$ cat config.mk
export PLATFORM = sky130hd
export DESIGN_NAME = rf_writeback_ctrl
export DESIGN_NICKNAME = d
export VERILOG_FILES = /design/src/rtl/rf_writeback_ctrl.sv
export SDC_FILE = /design/constraint.sdc
export NUM_CORES = 1
export LEC_CHECK = 0
export ABC_CLOCK_PERIOD_IN_PS = 5400
export CAP_MARGIN = 10
export CORE_ASPECT_RATIO = 0.9
export CORE_MARGIN = 5
export CORE_UTILIZATION = 51
export DETAILED_ROUTE_END_ITERATION = 8
export PLACE_DENSITY = 0.77
export SYNTH_ARGS = -nofsm -noshare
export SYNTH_HDL_FRONTEND = slang
export SYNTH_SLANG_ARGS = --single-unit
$ cat constraint.sdc
create_clock -name s_clk_i -period 5.4 [get_ports s_clk_i]
set_input_delay 1.08 -clock s_clk_i [delete_from_list [all_inputs] [get_ports s_clk_i]]
set_output_delay 1.08 -clock s_clk_i [all_outputs]
set_load 0.02 [all_outputs]
$ cat src/rtl/rf_writeback_ctrl.sv
// rf_writeback_ctrl: owns the single register-file write port, merging WB-stage
// results with correction (scrub) write-backs queued by the OP stage.
// Optional feature macro: RF_ECC_EN -- registers SEC-DED (39,32) Hsiao check
// bits alongside s_rf_val_o; when undefined s_rf_ecc_o is tied to zero.
module rf_writeback_ctrl #(
  parameter int unsigned FIX_DEPTH  = 2,
  parameter int unsigned STARVE_MAX = 3
) (
  input  logic        s_clk_i,
  input  logic        s_rst_i,
  input  logic        s_mawb_we_i,
  input  logic [4:0]  s_mawb_rd_i,
  input  logic [31:0] s_mawb_val_i,
  input  logic        s_fix_req_i,
  input  logic [4:0]  s_fix_add_i,
  input  logic [31:0] s_fix_val_i,
  output logic        s_rf_we_o,
  output logic [4:0]  s_rf_add_o,
  output logic [31:0] s_rf_val_o,
  output logic [6:0]  s_rf_ecc_o,
  output logic        s_fixed_o,
  output logic        s_stall_o,
  output logic        s_fix_ovf_o
);

  localparam int unsigned AW = 5;
  localparam int unsigned DW = 32;
  localparam int unsigned CW = $clog2(FIX_DEPTH + 1);
  localparam int unsigned SW = $clog2(STARVE_MAX + 1);

  typedef enum logic [1:0] {IDLE, PEND, FORCE} state_t;

  state_t              state_q;
  logic [SW-1:0]       starve_q;
  logic [CW-1:0]       cnt_q;
  logic [AW-1:0]       buf_add_q [FIX_DEPTH];
  logic [DW-1:0]       buf_val_q [FIX_DEPTH];
  logic [FIX_DEPTH-1:0] buf_live_q;

  logic                wb_wr, fix_ok, has_head, head_wr, blocked, pop;
  logic                direct, dup, room, push, ovf_n;
  logic [CW-1:0]       cnt_pop, cnt_n;
  logic [FIX_DEPTH-1:0] live_s, live_n;
  logic [DW-1:0]       mval [FIX_DEPTH];
  logic [AW-1:0]       add_n [FIX_DEPTH];
  logic [DW-1:0]       val_n [FIX_DEPTH];
  logic                rf_we_n, fixed_n;
  logic [AW-1:0]       rf_add_n;
  logic [DW-1:0]       rf_val_n;

  // Port arbitration and next contents of the pending-fix FIFO (head at index 0).
  always_comb begin
    wb_wr    = s_mawb_we_i && (s_mawb_rd_i != '0);
    fix_ok   = s_fix_req_i && (s_fix_add_i != '0) &&
               !(wb_wr && (s_mawb_rd_i == s_fix_add_i));
    has_head = (cnt_q != '0);
    for (int i = 0; i < FIX_DEPTH; i++)
      live_s[i] = buf_live_q[i] && !(wb_wr && (buf_add_q[i] == s_mawb_rd_i));
    head_wr  = has_head && live_s[0] && !wb_wr;
    blocked  = has_head && live_s[0] && wb_wr;
    // A superseded head leaves silently even while WB owns the port.
    pop      = has_head && !blocked;
    cnt_pop  = cnt_q - CW'(pop);
    // Empty queue and idle port: the fix goes straight to the RF.
    direct   = fix_ok && !wb_wr && !head_wr && (cnt_pop == '0);

    dup = 1'b0;
    for (int i = 0; i < FIX_DEPTH; i++) begin
      mval[i] = buf_val_q[i];
      if (fix_ok && live_s[i] && !((i == 0) && pop) && (buf_add_q[i] == s_fix_add_i)) begin
        dup     = 1'b1;
        mval[i] = s_fix_val_i;
      end
    end
    room  = (cnt_pop < CW'(FIX_DEPTH));
    push  = fix_ok && !dup && !direct && room;
    ovf_n = fix_ok && !dup && !direct && !room;

    for (int i = 0; i < FIX_DEPTH; i++) begin
      add_n[i] = buf_add_q[i];
      val_n[i] = mval[i];
    end
    live_n = live_s;
    if (pop) begin
      for (int i = 0; i < FIX_DEPTH - 1; i++) begin
        add_n[i]  = buf_add_q[i+1];
        val_n[i]  = mval[i+1];
        live_n[i] = live_s[i+1];
      end
      live_n[FIX_DEPTH-1] = 1'b0;
    end
    for (int i = 0; i < FIX_DEPTH; i++) begin
      if (push && (CW'(i) == cnt_pop)) begin
        add_n[i]  = s_fix_add_i;
        val_n[i]  = s_fix_val_i;
        live_n[i] = 1'b1;
      end
    end
    cnt_n = cnt_pop + CW'(push);

    rf_we_n  = wb_wr || head_wr || direct;
    fixed_n  = head_wr || direct;
    rf_add_n = '0;
    rf_val_n = '0;
    if (wb_wr) begin
      rf_add_n = s_mawb_rd_i;
      rf_val_n = s_mawb_val_i;
    end else if (head_wr) begin
      rf_add_n = buf_add_q[0];
      rf_val_n = buf_val_q[0];
    end else if (direct) begin
      rf_add_n = s_fix_add_i;
      rf_val_n = s_fix_val_i;
    end
  end

  // Registered write port, FIFO storage and starvation FSM.
  always_ff @(posedge s_clk_i) begin
    if (s_rst_i) begin
      state_q     <= IDLE;
      starve_q    <= '0;
      cnt_q       <= '0;
      buf_live_q  <= '0;
      for (int i = 0; i < FIX_DEPTH; i++) begin
        buf_add_q[i] <= '0;
        buf_val_q[i] <= '0;
      end
      s_rf_we_o   <= 1'b0;
      s_rf_add_o  <= '0;
      s_rf_val_o  <= '0;
      s_fixed_o   <= 1'b0;
      s_stall_o   <= 1'b0;
      s_fix_ovf_o <= 1'b0;
    end else begin
      cnt_q      <= cnt_n;
      buf_live_q <= live_n;
      for (int i = 0; i < FIX_DEPTH; i++) begin
        buf_add_q[i] <= add_n[i];
        buf_val_q[i] <= val_n[i];
      end
      s_rf_we_o   <= rf_we_n;
      s_rf_add_o  <= rf_add_n;
      s_rf_val_o  <= rf_val_n;
      s_fixed_o   <= fixed_n;
      s_fix_ovf_o <= ovf_n;
      case (state_q)
        IDLE: begin
          starve_q  <= '0;
          s_stall_o <= 1'b0;
          if (push) state_q <= PEND;
        end
        PEND: begin
          if (pop) begin
            starve_q  <= '0;
            s_stall_o <= 1'b0;
            if (cnt_n == '0) state_q <= IDLE;
          end else if (blocked) begin
            starve_q <= starve_q + SW'(1);
            if (starve_q == SW'(STARVE_MAX - 1)) begin
              state_q   <= FORCE;
              s_stall_o <= 1'b1;
            end
          end
        end
        FORCE: begin
          if (pop) begin
            starve_q  <= '0;
            s_stall_o <= 1'b0;
            state_q   <= (cnt_n != '0) ? PEND : IDLE;
          end else begin
            s_stall_o <= 1'b1;
          end
        end
        default: begin
          state_q   <= IDLE;
          starve_q  <= '0;
          s_stall_o <= 1'b0;
        end
      endcase
    end
  end

`ifdef RF_ECC_EN
  // Hsiao H-matrix columns: the 32 smallest weight-3 7-bit codes, one per data bit.
  localparam logic [6:0] HCOL [32] = '{
    7'h07, 7'h0B, 7'h0D, 7'h0E, 7'h13, 7'h15, 7'h16, 7'h19,
    7'h1A, 7'h1C, 7'h23, 7'h25, 7'h26, 7'h29, 7'h2A, 7'h2C,
    7'h31, 7'h32, 7'h34, 7'h38, 7'h43, 7'h45, 7'h46, 7'h49,
    7'h4A, 7'h4C, 7'h51, 7'h52, 7'h54, 7'h58, 7'h61, 7'h62
  };

  logic [6:0] ecc_n, ecc_q;

  // Check bits of the value about to be registered on s_rf_val_o.
  always_comb begin
    ecc_n = '0;
    for (int i = 0; i < 32; i++)
      if (rf_val_n[i]) ecc_n = ecc_n ^ HCOL[i];
  end

  // Check bits registered in the same cycle as the data.
  always_ff @(posedge s_clk_i) begin
    if (s_rst_i) ecc_q <= '0;
    else         ecc_q <= ecc_n;
  end

  assign s_rf_ecc_o = ecc_q;
`else
  assign s_rf_ecc_o = 7'b0;
`endif

endmodule
==> key figures <==
Critical path
  • Crit end category: flop
  • Cell Chain, Critical Path: clkdlybuf4s50_1 > xor2_1 > nor4_1 > nand2_1 > a31o_2 > inv_2 > ha_1 > xnor2_1 > nand2_1 > nor2_1 > ha_1 > xnor2_1 > mux2i_1 > o21ai_0 > a31o_2 > o21ai_0 > or4_1 > o31ai_1
  • WP buf/inv: 2
  • CP delay by family, top: simple AND/OR/NAND/NOR gates
  • Crit-path max FO: 8
  • Critical path's largest stage delay: 540 ps
  • Worst EP arrival: 5060 ps
  • Setup CP Type: primary input to flop
  • Startpoint types: primary input
  • Worst path required time: 5710 ps
  • Crit path max-delay cell type: clkdlybuf4s50_1

Timing
  • Slew HR: 35.2%
  • Highest clock rate: 211 MHz
  • Slew Viols, Final: 0
  • Setup Viol. Count Final: 0
  • Worst hold slack: 493 ps
  • Slew @ Worst Pin: 970 ps
  • Final Cycle Share: 87.9%
  • Final hold vios: 0
  • Clock skew: 7.92 ps
  • Period minus WS final: 4750 ps
  • Final WS setup: 653 ps
  • Setup TNS: 0 ps
  • RSZ-0062 raised after global routing: no

Die
  • Die area: 13900 um2
  • Die height: 112 um
  • Initial Util: 51.9%
  • Rows: 37
  • Die width: 124 um
  • I/O pins: 126
  • Area of the core: 11400 um2

GRT
  • Vias in the first global route: 5432
  • GRT met3 Usage: 5.34%
  • Antenna violations before repair: 0
  • Largest net degree at the start of global routing: 86
  • Grt met1 use: 29.9%
  • First-pass GRT wire length: 26.4 mm
  • All-Layer GR Usage: 23.5%
  • GR peak layer: met2
  • GRT overflow: 0
  • Grt met2 use: 38.8%

Synthesis
  • Ys Warns: 0
  • Share of the synthesized area in the top cell type: 41.5%
  • Post-synthesis cell type count: 48
  • Asr flop ratio synth: 0%
  • Sequential area share after synthesis: 41.5%
  • Syn avg cell area: 8.78 um2
  • Top post-synthesis cells by area: dfxtp_1 (41%), mux2i_1 (12%), nor2_1 (5.4%), nand2_1 (4.9%), a211oi_1 (4.4%)
  • Largest area contributor in the netlist: dfxtp_1
  • Netlist Area Pre-Place: 5940 um2
  • EDFF count, synth: 0
  • Post-synthesis register bit count: 123
  • Main synth FF type: dfxtp_1
  • Synthesized instance count: 676

Detailed routing
  • Drt pass-1 iters: 5
  • Antenna viol nets, final: 0
  • WL final: 16.2 mm
  • Vias/cell: 5.70
  • Residual DRC: 0
  • Vias: 5354
  • DRT iter0 DRCs: 501
  • Wirelength per Cell: 17.3 um

Placed design
  • Post-DP HPWL: 10.5 mm
  • Placed cells: 908
  • Pre-CTS WS: 271 ps
  • Placer Congestion: 0.866
  • Port Buffers: 118

Flow run
  • Max_cap viols: 0

Worst hold path
  • Min-delay worst type: flop to flop

Clock network
  • TritonCTS clock tree: built
  • Clock root cell: clkbuf_16
  • TritonCTS Buffers: 17
  • Post-CTS Resized: 0
  • # hold bufs at CTS: 0
  • H-tree depth: 4
  • Post-CTS setup buffer count: 0
  • Sink Count: 123
  • Clock transition at path regs: 50 ps
  • Worst-skew pair later-pin latency: 410 ps
  • Clock tree buffer depth: 2

Cells and area
  • Antenna cells: 0
  • Final nets: 856
  • Share of layout cells above drive strength 1: 7.27%
  • Area growth, synth to finish: 30.3%
  • Non-filler instance count after layout: 940

Power
  • Power Density: 499 nW/um2
  • Leak: 3.20 nW
  • Total power: 0.00386 W
  • Peak supply drop: 0.333 mV

Outcome
  • Status: completed
## worst register-to-register path: cells and delay by family, from the launching register on
| family | cells | cell delay [ps] |
|---|---|---|
| simple gates | 5 | 1430 |
| compound gates | 5 | 800 |
| xor+xnor | 3 | 600 |
| fa+ha+maj | 2 | 430 |
| flops | 1 | 370 |
| buf+inv | 1 | 90 |
| mux | 1 | 90 |
## path summary, 6_finish.rpt
kind / start / endpoint / slack [ps] / depth (start not counted)
worst max-delay path: s_mawb_rd_i[1] / state_q[0] / 650 / 18
worst min register to register: buf_val_q[0][1] / buf_val_q[0][1] / 490 / 2
worst max register to register: buf_add_q[0][4] / state_q[0] / 1500 / 17
worst min-delay path: buf_val_q[0][1] / buf_val_q[0][1] / 490 / 2
## per-stage QoR
step / utilization [%] / cell area [um2]
floorplan: - / 5960
detailed placement: 62.7 / 7170
finish: 67.6 / 7730
global placement: 62.7 / 7170
global route: 67.6 / 7730
CTS: 67.6 / 7730
## routing by layer
| layer | wire length (um) | up-vias | part of all wire, % |
|---|---|---|---|
| met5 | 0 | - | 0 |
| met4 | 297 | 0 | 1.8 |
| met3 | 1350 | 32 | 8.3 |
| li1 | - | 2563 | - |
| met1 | 6910 | 2521 | 43 |
| met2 | 7660 | 238 | 47 |
## synth_stat cells, types with 2 or more instances
| library cell | count |
|---|---|
| xor2_1 | 17 |
| a31oi_1 | 36 |
| o21ai_0 | 8 |
| o211ai_1 | 2 |
| xnor2_1 | 12 |
| clkbuf_1 | 35 |
| inv_1 | 9 |
| o21ai_2 | 2 |
| and3_1 | 2 |
| nand3_1 | 37 |
| nand2_1 | 77 |
| a31o_2 | 2 |
| nor3_1 | 9 |
| a221oi_1 | 4 |
| o22ai_1 | 3 |
| mux2i_1 | 70 |
| buf_6 | 4 |
| a21o_1 | 2 |
| a311oi_1 | 5 |
| o21a_1 | 2 |
| o31ai_1 | 2 |
| or4_1 | 4 |
| nand3_2 | 2 |
| nor2_1 | 86 |
| o21bai_1 | 32 |
| buf_2 | 13 |
| buf_4 | 7 |
| buf_1 | 3 |
| a211oi_1 | 35 |
| a21oi_1 | 5 |
| dfxtp_1 | 123 |
| nor2b_1 | 3 |
| nor4b_1 | 2 |
| ha_1 | 7 |
## placed cells by master, fill, tap and decap left out, types with 14 or more instances in the layout
cell,synthesis,layout
clkbuf_16,0,17
dfxtp_1,123,123
nor2_1,86,86
o21bai_1,32,32
mux2i_1,70,70
a31oi_1,36,36
xor2_1,17,17
clkdlybuf4s50_1,0,117
nand3_1,37,37
buf_4,7,14
nand2_1,77,77
a211oi_1,35,35
## cells by family (layout without fill, tap and decap cells)
| family | after synthesis | after routing | synth area share, % |
|---|---|---|---|
| adder cells (fa/ha/maj) | 7 | 7 | 1.47 |
| AO/OA/AOI/OAI | 148 | 148 | 18.7 |
| other | 1 | 7 | 0.0632 |
| XOR/XNOR | 29 | 29 | 4.28 |
| buffers and inverters | 72 | 174 | 5.77 |
| AND/OR/NAND/NOR | 226 | 226 | 16.4 |
| multiplexers | 70 | 70 | 11.8 |
| flip-flops | 123 | 123 | 41.5 |
## final cells by class
cell class	count	area (um2)
well taps	156	195
inverters	10	37.5
multi-input cells	487	3180
clock buffers	24	472
flip-flops and latches	123	2460
fillers	947	3700
repair buffers	132	1300
clock inverters	8	92.6
## report_power, final
group / internal [W] / switching (W)
Sequential: 0.00117 / 0.000155
Clock: 0.000699 / 0.000393
Combinational: 0.000604 / 0.000842
## sequential cells by signal, indices dropped and copies added (netlist names)
name and count:
s_stall_o 1, s_fix_ovf_o 1, buf_live_q 2, s_rf_we_o 1, buf_add_q 10, s_rf_add_o 5
cnt_q 2, s_rf_val_o 32, starve_q 2, s_fixed_o 1, buf_val_q 64, state_q 2
No activity file was read; power rests on OpenSTA's default activity.
